`src/rtl/mis_stim_gen.sv`:
```
// mis_stim_gen: two-input skewed-edge stimulus generator for NOR MIS tests.
// Drives myinA1/myinA2 through a settle period at !dir, a leading edge (with a
// scope trigger), a programmable skew to the trailing edge, and a hold period.
// Optional feature macro MIS_SWEEP_EN: adds delta_end and sweeps the skew from
// delta up to delta_end in steps of one, one edge pair per step.
`timescale 1ns/1ps

module mis_stim_gen #(
   parameter int CNT_W      = 8,
   parameter int SETTLE_MIN = 1
) (
   input  logic                    clk,
   input  logic                    rst_n,
   input  logic                    start,
   input  logic signed [CNT_W-1:0] delta,
   input  logic                    dir,
   input  logic        [CNT_W-1:0] settle,
`ifdef MIS_SWEEP_EN
   input  logic signed [CNT_W-1:0] delta_end,
`endif
   output logic                    myinA1,
   output logic                    myinA2,
   output logic                    trig,
   output logic                    busy,
   output logic                    done
);

   // A zero-length settle would leave no ARM cycle to drive !dir, so the
   // effective floor is never below one cycle.
   localparam int SMIN_I = (SETTLE_MIN < 1) ? 1 : SETTLE_MIN;
   localparam logic [CNT_W-1:0] SMIN = CNT_W'(SMIN_I);
   localparam logic [CNT_W-1:0] ONE  = CNT_W'(1);

   typedef enum logic [2:0] {
      IDLE  = 3'd0,
      ARM   = 3'd1,
      LEAD  = 3'd2,
      SKEW  = 3'd3,
      TRAIL = 3'd4,
      HOLD  = 3'd5,
      FIN   = 3'd6
   } state_t;

   // Magnitude of a signed skew as an unsigned CNT_W value; the most negative
   // value maps to 2^(CNT_W-1), which still fits.
   function automatic logic [CNT_W-1:0] abs_skew(input logic signed [CNT_W-1:0] d);
      logic [CNT_W-1:0] u;
      u = d;
      return u[CNT_W-1] ? (~u + ONE) : u;
   endfunction

   // Settle length with the configured lower bound applied.
   function automatic logic [CNT_W-1:0] sat_settle(input logic [CNT_W-1:0] s);
      return (s < SMIN) ? SMIN : s;
   endfunction

   state_t                  state, state_nx;
   logic        [CNT_W-1:0] cnt, cnt_nx;
   logic                    a1_nx, a2_nx, trig_nx, busy_nx, done_nx;
   logic                    dir_l, dir_l_nx;
   logic signed [CNT_W-1:0] dlt_l, dlt_l_nx;
   logic        [CNT_W-1:0] set_l, set_l_nx;
   logic        [CNT_W-1:0] skew;
   logic                    dlt_zero, dlt_neg;
   logic                    more_pairs;
`ifdef MIS_SWEEP_EN
   logic signed [CNT_W-1:0] dend_l, dend_l_nx;
`endif

   assign skew     = abs_skew(dlt_l);
   assign dlt_zero = (dlt_l == '0);
   assign dlt_neg  = dlt_l[CNT_W-1];
`ifdef MIS_SWEEP_EN
   assign more_pairs = (dlt_l < dend_l);
`else
   assign more_pairs = 1'b0;
`endif

   // State, counter, latched run parameters and all outputs are registered.
   always_ff @(posedge clk or negedge rst_n) begin
      if (!rst_n) begin
         state  <= IDLE;
         cnt    <= '0;
         myinA1 <= 1'b0;
         myinA2 <= 1'b0;
         trig   <= 1'b0;
         busy   <= 1'b0;
         done   <= 1'b0;
         dir_l  <= 1'b0;
         dlt_l  <= '0;
         set_l  <= '0;
`ifdef MIS_SWEEP_EN
         dend_l <= '0;
`endif
      end else begin
         state  <= state_nx;
         cnt    <= cnt_nx;
         myinA1 <= a1_nx;
         myinA2 <= a2_nx;
         trig   <= trig_nx;
         busy   <= busy_nx;
         done   <= done_nx;
         dir_l  <= dir_l_nx;
         dlt_l  <= dlt_l_nx;
         set_l  <= set_l_nx;
`ifdef MIS_SWEEP_EN
         dend_l <= dend_l_nx;
`endif
      end
   end

   // Next-state and next-output logic; every value holds unless a state acts.
   always_comb begin
      state_nx = state;
      cnt_nx   = cnt;
      a1_nx    = myinA1;
      a2_nx    = myinA2;
      trig_nx  = 1'b0;
      busy_nx  = busy;
      done_nx  = 1'b0;
      dir_l_nx = dir_l;
      dlt_l_nx = dlt_l;
      set_l_nx = set_l;
`ifdef MIS_SWEEP_EN
      dend_l_nx = dend_l;
`endif
      case (state)
         IDLE: begin
            if (start) begin
               dir_l_nx = dir;
               dlt_l_nx = delta;
               set_l_nx = sat_settle(settle);
`ifdef MIS_SWEEP_EN
               dend_l_nx = delta_end;
`endif
               busy_nx  = 1'b1;
               cnt_nx   = '0;
               state_nx = ARM;
            end
         end
         ARM: begin
            // Park both inputs at the pre-edge level for S cycles.
            a1_nx = ~dir_l;
            a2_nx = ~dir_l;
            if (cnt == set_l - ONE) begin
               cnt_nx   = '0;
               state_nx = LEAD;
            end else begin
               cnt_nx = cnt + ONE;
            end
         end
         LEAD: begin
            trig_nx = 1'b1;
            cnt_nx  = ONE;
            if (dlt_zero) begin
               a1_nx    = dir_l;
               a2_nx    = dir_l;
               state_nx = HOLD;
            end else begin
               if (dlt_neg) a2_nx = dir_l;
               else         a1_nx = dir_l;
               state_nx = SKEW;
            end
         end
         SKEW: begin
            // cnt equals the number of cycles elapsed since the leading edge.
            if (cnt == skew) begin
               state_nx = TRAIL;
               if (dlt_neg) a1_nx = dir_l;
               else         a2_nx = dir_l;
               cnt_nx   = ONE;
               state_nx = HOLD;
            end else begin
               cnt_nx = cnt + ONE;
            end
         end
         TRAIL: begin
            // The trailing edge is issued from SKEW so it lands exactly on
            // the skew count; this state is only a safe fall-through.
            cnt_nx   = ONE;
            state_nx = HOLD;
         end
         HOLD: begin
            if (cnt == set_l) begin
               if (more_pairs) begin
                  dlt_l_nx = dlt_l + ONE;
                  cnt_nx   = '0;
                  state_nx = ARM;
               end else begin
                  cnt_nx   = '0;
                  state_nx = FIN;
               end
            end else begin
               cnt_nx = cnt + ONE;
            end
         end
         FIN: begin
            done_nx  = 1'b1;
            busy_nx  = 1'b0;
            cnt_nx   = '0;
            state_nx = IDLE;
         end
         default: begin
            cnt_nx   = '0;
            busy_nx  = 1'b0;
            state_nx = IDLE;
         end
      endcase
   end

endmodule

```
`config.mk`:
```
export PLATFORM = sky130hd
export DESIGN_NAME = mis_stim_gen
export DESIGN_NICKNAME = d
export VERILOG_FILES = /design/src/rtl/mis_stim_gen.sv
export SDC_FILE = /design/constraint.sdc
export NUM_CORES = 1
export LEC_CHECK = 0
export CAP_MARGIN = 15
export CORE_ASPECT_RATIO = 0.75
export CORE_MARGIN = 2
export CORE_UTILIZATION = 49
export CTS_BUF_LIST = sky130_fd_sc_hd__clkbuf_16
export CTS_CLUSTER_DIAMETER = 150
export CTS_CLUSTER_SIZE = 28
export DETAILED_ROUTE_END_ITERATION = 12
export GPL_TIMING_DRIVEN = 0
export PLACE_DENSITY = 0.8
export SYNTH_ARGS = -nofsm -noshare
export SYNTH_HDL_FRONTEND = slang
export SYNTH_SLANG_ARGS = --single-unit
```
`constraint.sdc`:
```
create_clock -name clk -period 2.6 [get_ports clk]
set_input_delay 0.26 -clock clk [delete_from_list [all_inputs] [get_ports clk]]
set_output_delay 0.26 -clock clk [all_outputs]
set_load 0.02 [all_outputs]
```
==> results of run 1 <==
what timing repair did:
action	4_1_cts	5_1_grt
pin swaps	1	4
endpoints found under the setup margin	6	6
endpoints found under the hold margin	0	0
resized for setup	3	8
hold buffers	0	0
buffers inserted	2	3
cells in the mapped netlist, drive strengths merged, types with 5 or more instances:
| library cell | count | share of area |
|---|---|---|
| o211ai | 5 | 0.018 |
| xor2 | 5 | 0.021 |
| clkbuf | 15 | 0.026 |
| dfrtp | 33 | 0.39 |
| nand2 | 31 | 0.054 |
| nor4 | 6 | 0.021 |
| o21ai | 17 | 0.040 |
| xnor2 | 18 | 0.074 |
| a21oi | 8 | 0.019 |
| nor2 | 19 | 0.033 |
| inv | 8 | 0.014 |
| mux2 | 12 | 0.063 |
| or2 | 5 | 0.015 |
| nor2b | 6 | 0.018 |
per-stage QoR:
step / power, mW / hold slack, ns / util / cells
floorplan: 2.142 / -0.03559 / - / 242
finish: 3.307 / 0.04175 / 0.6442 / 335
global placement: 2.486 / 0.4857 / 0.5921 / 321
global route: 3.555 / 0.1279 / 0.6442 / 335
detailed placement: 2.549 / 0.3800 / 0.5909 / 321
CTS: 3.206 / 0.07221 / 0.6330 / 331
layout make-up:
class                   count  area [um2]
multi-input cells         185        1254
inverters                   8       30.03
fillers                   359        1469
well taps                  55       68.82
clock inverters             3       11.26
repair buffers             30       277.8
plain buffers              16       67.56
clock buffers               5       125.1
flip-flops and latches     33       825.8
cells by family (layout without fill, tap and decap cells):
| kind of cell | count (synthesis) | after routing | synth area share |
|---|---|---|---|
| and+or+nand+nor | 92 | 92 | 0.2168 |
| muxes | 15 | 15 | 0.07733 |
| buffers and inverters | 24 | 62 | 0.04569 |
| adders and majority gates | 3 | 3 | 0.01758 |
| xor gates and xnor gates | 23 | 23 | 0.09432 |
| AOI/OAI and AO/OA | 52 | 52 | 0.1617 |
| DFF | 33 | 33 | 0.3866 |
worst max-delay path, cell delays in order (launching register included):
cell and delay, ns:
dfrtp_1 0.37, buf_6 0.12, or4_4 0.54, or3_4 0.36, o211a_1 0.26, nor4_4 0.19
o31ai_4 0.13, buf_4 0.17, o21ai_0 0.20, o211ai_1 0.14
power by group through the flow:
stage	combinational, mW	sequential [mW]	clock (mW)
after floorplan	1.21	0.933	0
after global placement	1.54	0.946	0
after detailed placement	1.59	0.956	0
after CTS	1.68	0.952	0.572
after global routing	1.97	0.982	0.599
final	1.79	0.955	0.561
flip-flops by register name, summed over array words and instances (netlist names):
name,flops
done,1
dlt_l,8
dir_l,1
cnt,8
myinA2,1
state,3
busy,1
myinA1,1
set_l,8
trig,1
path summary, 6_finish.rpt:
check | start | endpoint | slack [ns] | cells past startpoint
setup / recovery | set_l[2] | cnt[3] | -0.009 | 9
hold / removal | rst_n | cnt[4] | 0.04 | 1
setup reg to reg | set_l[2] | cnt[3] | -0.009 | 9
hold reg to reg | busy | busy | 0.50 | 1
max in group asynchronous | rst_n | dlt_l[2] | 2.09 | 1
min in group clk | busy | busy | 0.50 | 1
per-layer routing:
layer,up-vias,GRT usage
met4,0,0.09927
met1,867,0.2983
met2,69,0.3607
met5,-,0
met3,9,0.05132
li1,923,-
==> flow_metrics.py, run 1 <==
metrics = {
    "yosys": {
        "postSynth.asyncResetShare": 1.000,
        "synth-edff-count": 0,
        "syn_area_per_cell_um2": 8.826,
        "synth_flop_cell": "dfrtp_1",
        "ys_seq_area_frac": 0.3866,
        "ys_ff_latch": 33,
        "yosysWarnings": 0,
        "syn-instance-count": 242,
        "syn_nets": 265,
        "synth_area_um2": 2136,
        "synthDistinctLibCells": 46,
    },
    "worst_hold_path": {
        "hold_class": "in -> async",
    },
    "pwr": {
        "p_clk_frac": 0.170,
        "p_switching_mw": 1.388,
        "p_per_area_nw_per_um2": 1243,
        "combPwrFrac": 0.541,
        "ir_drop_uv": 710.8,
        "swShare": 0.4198,
        "p_leak_nw": 1.074,
        "pwr-share-seq": 0.289,
        "internal-power_mw": 1.919,
    },
    "final_layout": {
        "drive_above_1_share": 0.1429,
        "syn2layout_area_growth_pct": 24.55,
        "antenna_cells": 0,
        "num-nets-final": 302,
        "final_common_cell": "dfrtp_1",
        "layout_common_cells": "dfrtp_1, nand2_1, clkdlybuf4s50_1, nor2_1, xnor2_1",
        "stdcell_area_um2": 2660,
    },
    "placed_design": {
        "dp_hpwl_um": 3532,
        "dpl_cell_area_um2": 2440,
        "gp_congestion": 0.8650,
        "pre_cts_slack_ns": -0.1163,
        "port_buffers": 24,
    },
    "floorplan": {
        "initial_utilization": 0.5173,
        "core_um2": 4129,
        "die-area_um2": 4908,
        "ioPinCount": 25,
        "die_w_um": 80.24,
        "die_y_um": 61.18,
        "rows": 20,
    },
    "drt": {
        "num_vias": 1868,
        "drtIter0Drc": 117,
        "drc": 0,
        "wl_met3_um": 376,
        "dr.pass1.iters": 4,
        "routed_wl_um": 5001,
        "wl_met2_um": 2234,
        "vias_per_cell": 5.576,
        "wire_per_inst_um": 14.93,
        "wl_met1_um": 2295,
        "top_layer_used": "met4",
        "ant_nets": 0,
    },
    "worst_setup_path": {
        "cp.arrival_ns": 2.76,
        "critPathRequiredTime_ns": 2.75,
        "critical_path_class": "reg -> reg",
        "worstSetupStartpointType": "flop",
        "crit_path_max_fanout": 6,
        "crit_path_end_kind": "flop",
    },
    "timing": {
        "setup_tns_ns": -0.009470,
        "rsz0062_at_grt": "true",
        "relSlewSlack": 0.5057,
        "hold_viol": 0,
        "fmax_mhz": 383.2,
        "skew_ns": 0.003208,
        "drv_slew": 0,
        "tightest_slew_ns": 0.7414,
        "min_period_over_period": 1.004,
        "layout_min_cycle_time_ns": 2.609,
        "postLayoutSetupSlackWorst_ns": -0.009470,
        "setup_violations": 1,
    },
    "status": {
        "failed_checks": "negative setup slack",
        "status": "finished with violations",
    },
    "grt": {
        "grt_usage": 0.2250,
        "grt_max_degree": 34,
        "antenna_found_initial": 0,
        "grt_pass1_vias": 1844,
        "grt_first_pass_wirelength_um": 8307,
        "grt.overflow.total": 0,
    },
    "clock_tree": {
        "htreeDepth": 2,
        "clock-sinks": 33,
        "cts_tree": "done",
        "cts_root_buf": "clkbuf_16",
        "clock_latency_ns": 0.28,
        "path_clk_slew_ns": 0.05,
        "cts_buffers": 5,
        "cts_buffer_depth": 2,
    },
    "run": {
        "maxCapViolations": 0,
    },
}
No activity file was read; power rests on OpenSTA's default activity.
==> inputs of run 2 (changes only) <==
--- a/config.mk
+++ b/config.mk
@@ -5,6 +5,7 @@
 export SDC_FILE = /design/constraint.sdc
 export NUM_CORES = 1
 export LEC_CHECK = 0
+export ABC_AREA = 1
 export CAP_MARGIN = 15
 export CORE_ASPECT_RATIO = 0.75
 export CORE_MARGIN = 2
@@ -14,7 +15,7 @@
 export CTS_CLUSTER_SIZE = 28
 export DETAILED_ROUTE_END_ITERATION = 12
 export GPL_TIMING_DRIVEN = 0
-export PLACE_DENSITY = 0.8
+export PLACE_DENSITY = 0.73
 export SYNTH_ARGS = -nofsm -noshare
 export SYNTH_HDL_FRONTEND = slang
 export SYNTH_SLANG_ARGS = --single-unit
==> run 2 against run 1 <==
Against the previous run:
- the run now ends clean
- clock power down 4%
- critical path depth up 3
- design area up 5.8%
- area after synthesis up 11%
- clock skew down 0.00083 ns
- total power down 6.4%
- via count up 22%
- cell count up 26%
- non-clock buffer count down 14
- die area up 11%
- worst hold slack better by 0.011 ns
- combinational power down 9%
- highest routed layer unchanged
==> flow_metrics.py, run 2 <==
metrics = {
    "timing": {
        "setup_tns_ns": 0,
        "rsz0062_at_grt": "false",
        "fmax_mhz": 508.8,
        "holdWs_ns": 0.05271,
        "relSlewSlack": 0.3830,
        "min_period_over_period": 0.7559,
        "setup_violations": 0,
        "skew_ns": 0.002378,
        "layout_min_cycle_time_ns": 1.965,
        "tightest_slew_ns": 0.9179,
        "hold_viol": 0,
        "postLayoutSetupSlackWorst_ns": 0.6348,
        "drv_slew": 0,
    },
    "pwr": {
        "ir_drop_uv": 726.0,
        "p_clk_frac": 0.175,
        "p_per_area_nw_per_um2": 1100,
        "p_switching_mw": 1.411,
        "internal-power_mw": 1.686,
        "combPwrFrac": 0.526,
        "pwr-share-seq": 0.300,
        "swShare": 0.4556,
        "p_total_mw": 3.096,
        "p_leak_nw": 1.400,
    },
    "yosys": {
        "yosys.area_share.xor_xnor": 0.04371,
        "netlist_top_cells_count": "nand2_1, nand3_1, nor2_1",
        "synth_area_um2": 2376,
        "postSynth.asyncResetShare": 1.000,
        "ys_seq_area_frac": 0.3476,
        "synth_flop_cell": "dfrtp_1",
        "yosys-mux-area-fraction": 0.02370,
        "yosysWarnings": 0,
        "synth_top_area_frac": 0.3476,
        "yosysTopAreaCell": "dfrtp_1",
        "syn_nets": 357,
        "syn_area_per_cell_um2": 7.114,
        "ys_ff_latch": 33,
        "synth_area_leaders": "dfrtp_1, nand2_1, nand3_1",
        "synth_fa_ha_area_frac": 0.01580,
        "synth-edff-count": 0,
        "yosys.area_share.simple": 0.4202,
        "syn-instance-count": 334,
        "synth_top_family_by_area": "simple AND/OR/NAND/NOR gates",
        "synthDistinctLibCells": 35,
        "synth-compound-area-share": 0.06477,
        "yosysMostFrequentCell": "nand2_1",
    },
    "final_layout": {
        "instances_no_fill": 422,
        "num-nets-final": 388,
        "stdcell_area_um2": 2815,
        "layout_common_cells": "nand2_1, nand3_1, nor2_1, dfrtp_1, inv_1",
        "antenna_cells": 0,
        "syn2layout_area_growth_pct": 18.48,
        "post-route-util": 0.6158,
        "final_common_cell": "nand2_1",
        "reg_top3": "cnt: 8 flops, dlt_l: 8 flops, set_l: 8 flops",
        "n_fill_cell": 430,
        "drive_above_1_share": 0.1452,
    },
    "worst_setup_path": {
        "cp.arrival_ns": 2.08,
        "cp_cell_sequence": "inv_2 > ha_1 > nand2_1 > inv_1 > nor2_1 > nand2_1 > nor2_1 > nand2_2 > nor2_8 > nand3_4 > a21boi_4 > o211ai_1",
        "worstSetupStartpointType": "flop",
        "critical_path_class": "reg -> reg",
        "cpMaxStageDelayCell": "dfrtp_1",
        "crit_path_max_fanout": 9,
        "crit_family": "simple AND/OR/NAND/NOR gates",
        "cp_slowest_stage_delay_ns": 0.43,
        "path_buf_inv": 2,
        "crit_cells": 12,
        "rrSetupSlack_ns": 0.63,
        "crit_path_end_kind": "flop",
        "critPathRequiredTime_ns": 2.71,
        "r2r_cells": 12,
    },
    "drt": {
        "drtIter0Drc": 155,
        "routed_wl_um": 5776,
        "vias_per_cell": 5.403,
        "num_vias": 2280,
        "ant_nets": 0,
        "dr.pass1.iters": 4,
        "drc": 0,
        "wire_per_inst_um": 13.69,
    },
    "floorplan": {
        "die_y_um": 64.31,
        "die-area_um2": 5428,
        "ioPinCount": 25,
        "rows": 21,
        "initial_utilization": 0.5197,
        "die_w_um": 84.41,
        "core_um2": 4572,
    },
    "grt": {
        "grt_max_degree": 34,
        "antenna_found_initial": 0,
        "grt_usage": 0.2333,
        "grt_first_pass_wirelength_um": 10010,
        "grt.overflow.total": 0,
        "grt_pass1_vias": 2148,
    },
    "clock_tree": {
        "cts_tree": "done",
        "cts_buffer_depth": 2,
        "htreeDepth": 2,
        "cts_buffers": 5,
        "postCtsResizedCells": 0,
        "clock_latency_ns": 0.27,
        "clock-sinks": 33,
        "cts_root_buf": "clkbuf_16",
        "cts_setup_buffers": 0,
        "path_clk_slew_ns": 0.05,
        "ctsHoldBuffers": 0,
    },
    "placed_design": {
        "port_buffers": 24,
        "gp_congestion": 0.8571,
        "dpl_cell_area_um2": 2683,
        "pre_cts_slack_ns": 0.6555,
        "dp_hpwl_um": 4247,
        "dp.cells": 415,
    },
    "status": {
        "status": "completed",
    },
    "worst_hold_path": {
        "hold_class": "in -> async",
    },
    "run": {
        "maxCapViolations": 0,
    },
}
[run 2: changes by cell type after synthesis, sizes merged, moves of 12 or more]
cell    delta
o21ai     -12
nand2     +64
clkbuf    -13
nor2      +27
nand3     +42
xnor2     -15
inv       +33
[run 2: area by class of cell]
cell class | count | area, um2 | area share
inverters | 42 | 157.7 | 0.05600
flip-flops and latches | 33 | 825.8 | 0.2933
multi-input cells | 251 | 1350 | 0.4796
repair buffers | 24 | 235.2 | 0.08356
well taps | 57 | 71.32 | 0.02533
plain buffers | 8 | 42.54 | 0.01511
clock buffers | 5 | 125.1 | 0.04444
clock inverters | 2 | 7.507 | 0.002667
[run 2: worst reg2reg max path, stage by stage (launching register included)]
cell and delay, ns:
dfrtp_1 0.43, inv_2 0.08, ha_1 0.31, nand2_1 0.07, inv_1 0.03, nor2_1 0.08
nand2_1 0.05, nor2_1 0.13, nand2_2 0.10, nor2_8 0.09, nand3_4 0.14, a21boi_4 0.19
o211ai_1 0.11
[run 2: per-layer routing]
layer	part of all wire	global-route usage	vias to the layer above
li1	-	-	1142
met1	0.47	0.3258	1055
met2	0.44	0.3690	76
met3	0.085	0.05556	7
met4	0.0092	0.05357	0
met5	0	0	-
[run 2: cells by family (layout without fill, tap and decap cells)]
group,count (synthesis),in the layout
AOI/OAI and AO/OA,25,25
xor gates and xnor gates,11,11
adders and majority gates,3,3
muxes,5,5
and+or+nand+nor,207,207
buffers and inverters,50,81
DFF,33,33
[run 2: power by group through the flow]
stage / clock [mW] / combinational [mW] / sequential (mW)
global placement: 0 / 1.58 / 0.925
CTS: 0.551 / 1.63 / 0.926
finish: 0.541 / 1.63 / 0.928
detailed placement: 0 / 1.61 / 0.930
global route: 0.572 / 1.85 / 0.958
floorplan: 0 / 1.24 / 0.909
[run 2: final timing paths]
| path | to | start |
|---|---|---|
| setup / recovery | state[0] | set_l[0] |
| hold / removal | dlt_l[3] | rst_n |
| setup reg to reg | state[0] | set_l[0] |
| hold reg to reg | myinA1 | myinA1 |
| max in group asynchronous | state[1] | rst_n |
| min in group clk | myinA1 | myinA1 |
==> inputs of run 3 (changes only) <==
--- a/config.mk
+++ b/config.mk
@@ -15,7 +15,7 @@
 export CTS_CLUSTER_SIZE = 28
 export DETAILED_ROUTE_END_ITERATION = 12
 export GPL_TIMING_DRIVEN = 0
-export PLACE_DENSITY = 0.73
+export PLACE_DENSITY = 0.71
 export SYNTH_ARGS = -nofsm -noshare
 export SYNTH_HDL_FRONTEND = slang
 export SYNTH_SLANG_ARGS = --single-unit
==> constraint.sdc (replaced) <==
create_clock -name clk -period 1.86 [get_ports clk]
set_input_delay 0.186 -clock clk [delete_from_list [all_inputs] [get_ports clk]]
set_output_delay 0.186 -clock clk [all_outputs]
set_load 0.02 [all_outputs]
==> run 3 against run 2 <==
Against the previous run:
- the run now ends with negative hold slack left
- cell count grew 2.4%
- clock power rose by 70%
- critical path type unchanged
- first-iteration DRC count rose by 1.3%
- combinational power grew 56%
- total power grew 54%
- utilization is 3.4 points higher
- die area stayed put
- via count grew 5.1%
==> flow_metrics.py, run 3 (synthesis results as in run 2) <==
metrics = {
    "worst_setup_path": {
        "rrSetupSlack_ns": 0.04,
        "cp_cell_sequence": "inv_2 > ha_4 > nand2_2 > inv_2 > nor2_2 > nand2_1 > nor2_2 > nand2_2 > nor2_8 > nand3_4 > a21boi_4 > o211ai_1",
        "cp.arrival_ns": 1.94,
        "cpMaxStageDelayCell": "dfrtp_1",
        "path_buf_inv": 2,
        "critical_path_class": "reg -> reg",
        "r2r_start": "set_l[0]",
        "reg2reg_to": "state[0]",
        "cp_slowest_stage_delay_ns": 0.40,
        "crit_path_end_kind": "flop",
        "crit_family": "simple AND/OR/NAND/NOR gates",
        "worstSetupStartpointType": "flop",
        "crit_path_max_fanout": 7,
        "r2r_cells": 12,
        "critPathRequiredTime_ns": 1.98,
        "crit_cells": 12,
    },
    "grt": {
        "grt_usage": 0.2344,
        "grt_max_degree": 34,
        "grt_pass1_vias": 2103,
        "grt_first_pass_wirelength_um": 10030,
        "antenna_found_initial": 0,
        "grt.overflow.total": 0,
    },
    "final_layout": {
        "layout_common_cells": "nand2_1, nand3_1, nor2_1, dfrtp_1, inv_1",
        "stdcell_area_um2": 2970,
        "final_common_cell": "nand2_1",
        "drive_above_1_share": 0.2000,
        "syn2layout_area_growth_pct": 25.01,
        "num-nets-final": 398,
        "reg_top3": "cnt: 8 flops, dlt_l: 8 flops, set_l: 8 flops",
        "antenna_cells": 0,
        "instances_no_fill": 432,
    },
    "status": {
        "failed_checks": "negative hold slack",
        "status": "finished with violations",
    },
    "drt": {
        "routed_wl_um": 6266,
        "ant_nets": 0,
        "num_vias": 2396,
        "wire_per_inst_um": 14.50,
        "vias_per_cell": 5.546,
        "drc": 0,
        "drtIter0Drc": 157,
        "dr.pass1.iters": 5,
    },
    "clock_tree": {
        "clock_latency_ns": 0.28,
        "htreeDepth": 2,
        "ctsHoldBuffers": 0,
        "path_clk_slew_ns": 0.05,
        "cts_tree": "done",
        "clock-sinks": 33,
        "cts_root_buf": "clkbuf_16",
        "cts_buffers": 5,
        "cts_buffer_depth": 2,
    },
    "pwr": {
        "swShare": 0.4495,
        "p_clk_frac": 0.193,
        "p_switching_mw": 2.145,
        "internal-power_mw": 2.627,
        "p_leak_nw": 1.453,
        "combPwrFrac": 0.535,
        "pwr-share-seq": 0.271,
        "ir_drop_uv": 882.9,
        "p_per_area_nw_per_um2": 1606,
    },
    "placed_design": {
        "dp_hpwl_um": 4324,
        "port_buffers": 24,
        "dpl_cell_area_um2": 2683,
        "dp.cells": 415,
        "gp_congestion": 0.8212,
    },
    "timing": {
        "rsz0062_at_grt": "true",
        "fmax_mhz": 548.0,
        "tightest_slew_ns": 0.9530,
        "relSlewSlack": 0.3594,
        "min_period_over_period": 0.9810,
        "skew_ns": 0.006990,
        "setup_tns_ns": 0,
        "drv_slew": 0,
        "holdWs_ns": -0.02172,
        "layout_min_cycle_time_ns": 1.825,
        "setup_violations": 0,
        "hold_viol": 33,
    },
    "floorplan": {
        "die-area_um2": 5428,
        "die_y_um": 64.31,
        "die_w_um": 84.41,
        "initial_utilization": 0.5197,
        "core_um2": 4572,
        "rows": 21,
        "ioPinCount": 25,
    },
    "run": {
        "maxCapViolations": 0,
    },
    "worst_hold_path": {
        "hold_class": "in -> async",
    },
}
run 3: cell count changes in the layout (fill, tap and decap cells not counted), sizes merged:
cell / previous run / this run
nand3: 46 / 47
bufinv: 0 / 1
inv: 42 / 41
buf: 7 / 16
run 3: timing repair:
action | CTS | global route
cloned | 0 | 1
setup endpoints to repair | 2 | 13
resized for setup | 0 | 13
pin swaps | 0 | 15
buffers inserted | 2 | 7
run 3: power by group through the flow:
| stage | registers, mW | clock network [mW] | logic [mW] |
|---|---|---|---|
| global route | 1.33 | 0.971 | 2.85 |
| floorplan | 1.27 | 0 | 1.73 |
| CTS | 1.28 | 0.931 | 2.32 |
| global placement | 1.29 | 0 | 2.20 |
| detailed placement | 1.29 | 0 | 2.26 |
| finish | 1.29 | 0.922 | 2.55 |
run 3: worst max path at each step:
stage | startpoint | end
global placement | rst_n | set_l[5]
CTS | dlt_l[0] | myinA1
global route | set_l[0] | state[0]
finish | set_l[0] | state[0]
detailed placement | set_l[0] | state[0]
floorplan | set_l[0] | state[0]
run 3: per-layer routing:
metal | GRT usage | routed length [um] | vias up
met5 | 0 | 0 | -
met4 | 0.07937 | 120 | 0
met3 | 0.05168 | 480 | 16
met2 | 0.3373 | 2687 | 104
met1 | 0.3468 | 2978 | 1108
li1 | - | - | 1168
run 3: per-stage QoR:
step	util	power, mW	worst slack (ns)
2_1_floorplan	-	3.005	0.1337
3_3_place_gp	0.5878	3.499	-0.09813
3_5_place_dp	0.5868	3.556	-0.04677
4_1_cts	0.6251	4.533	0.001118
5_1_grt	0.6497	5.151	-0.1024
6_report	0.6497	4.772	0.03529
run 3: cell type report:
| class | instances | area (um2) |
|---|---|---|
| buffer | 8 | 42.54 |
| clock buffer | 5 | 125.1 |
| clock inverter | 2 | 35.03 |
| fill | 405 | 1602 |
| inverter | 42 | 157.7 |
| multi-input combinational | 252 | 1410 |
| sequential | 33 | 825.8 |
| tap | 57 | 71.32 |
| timing repair buffer | 33 | 302.8 |
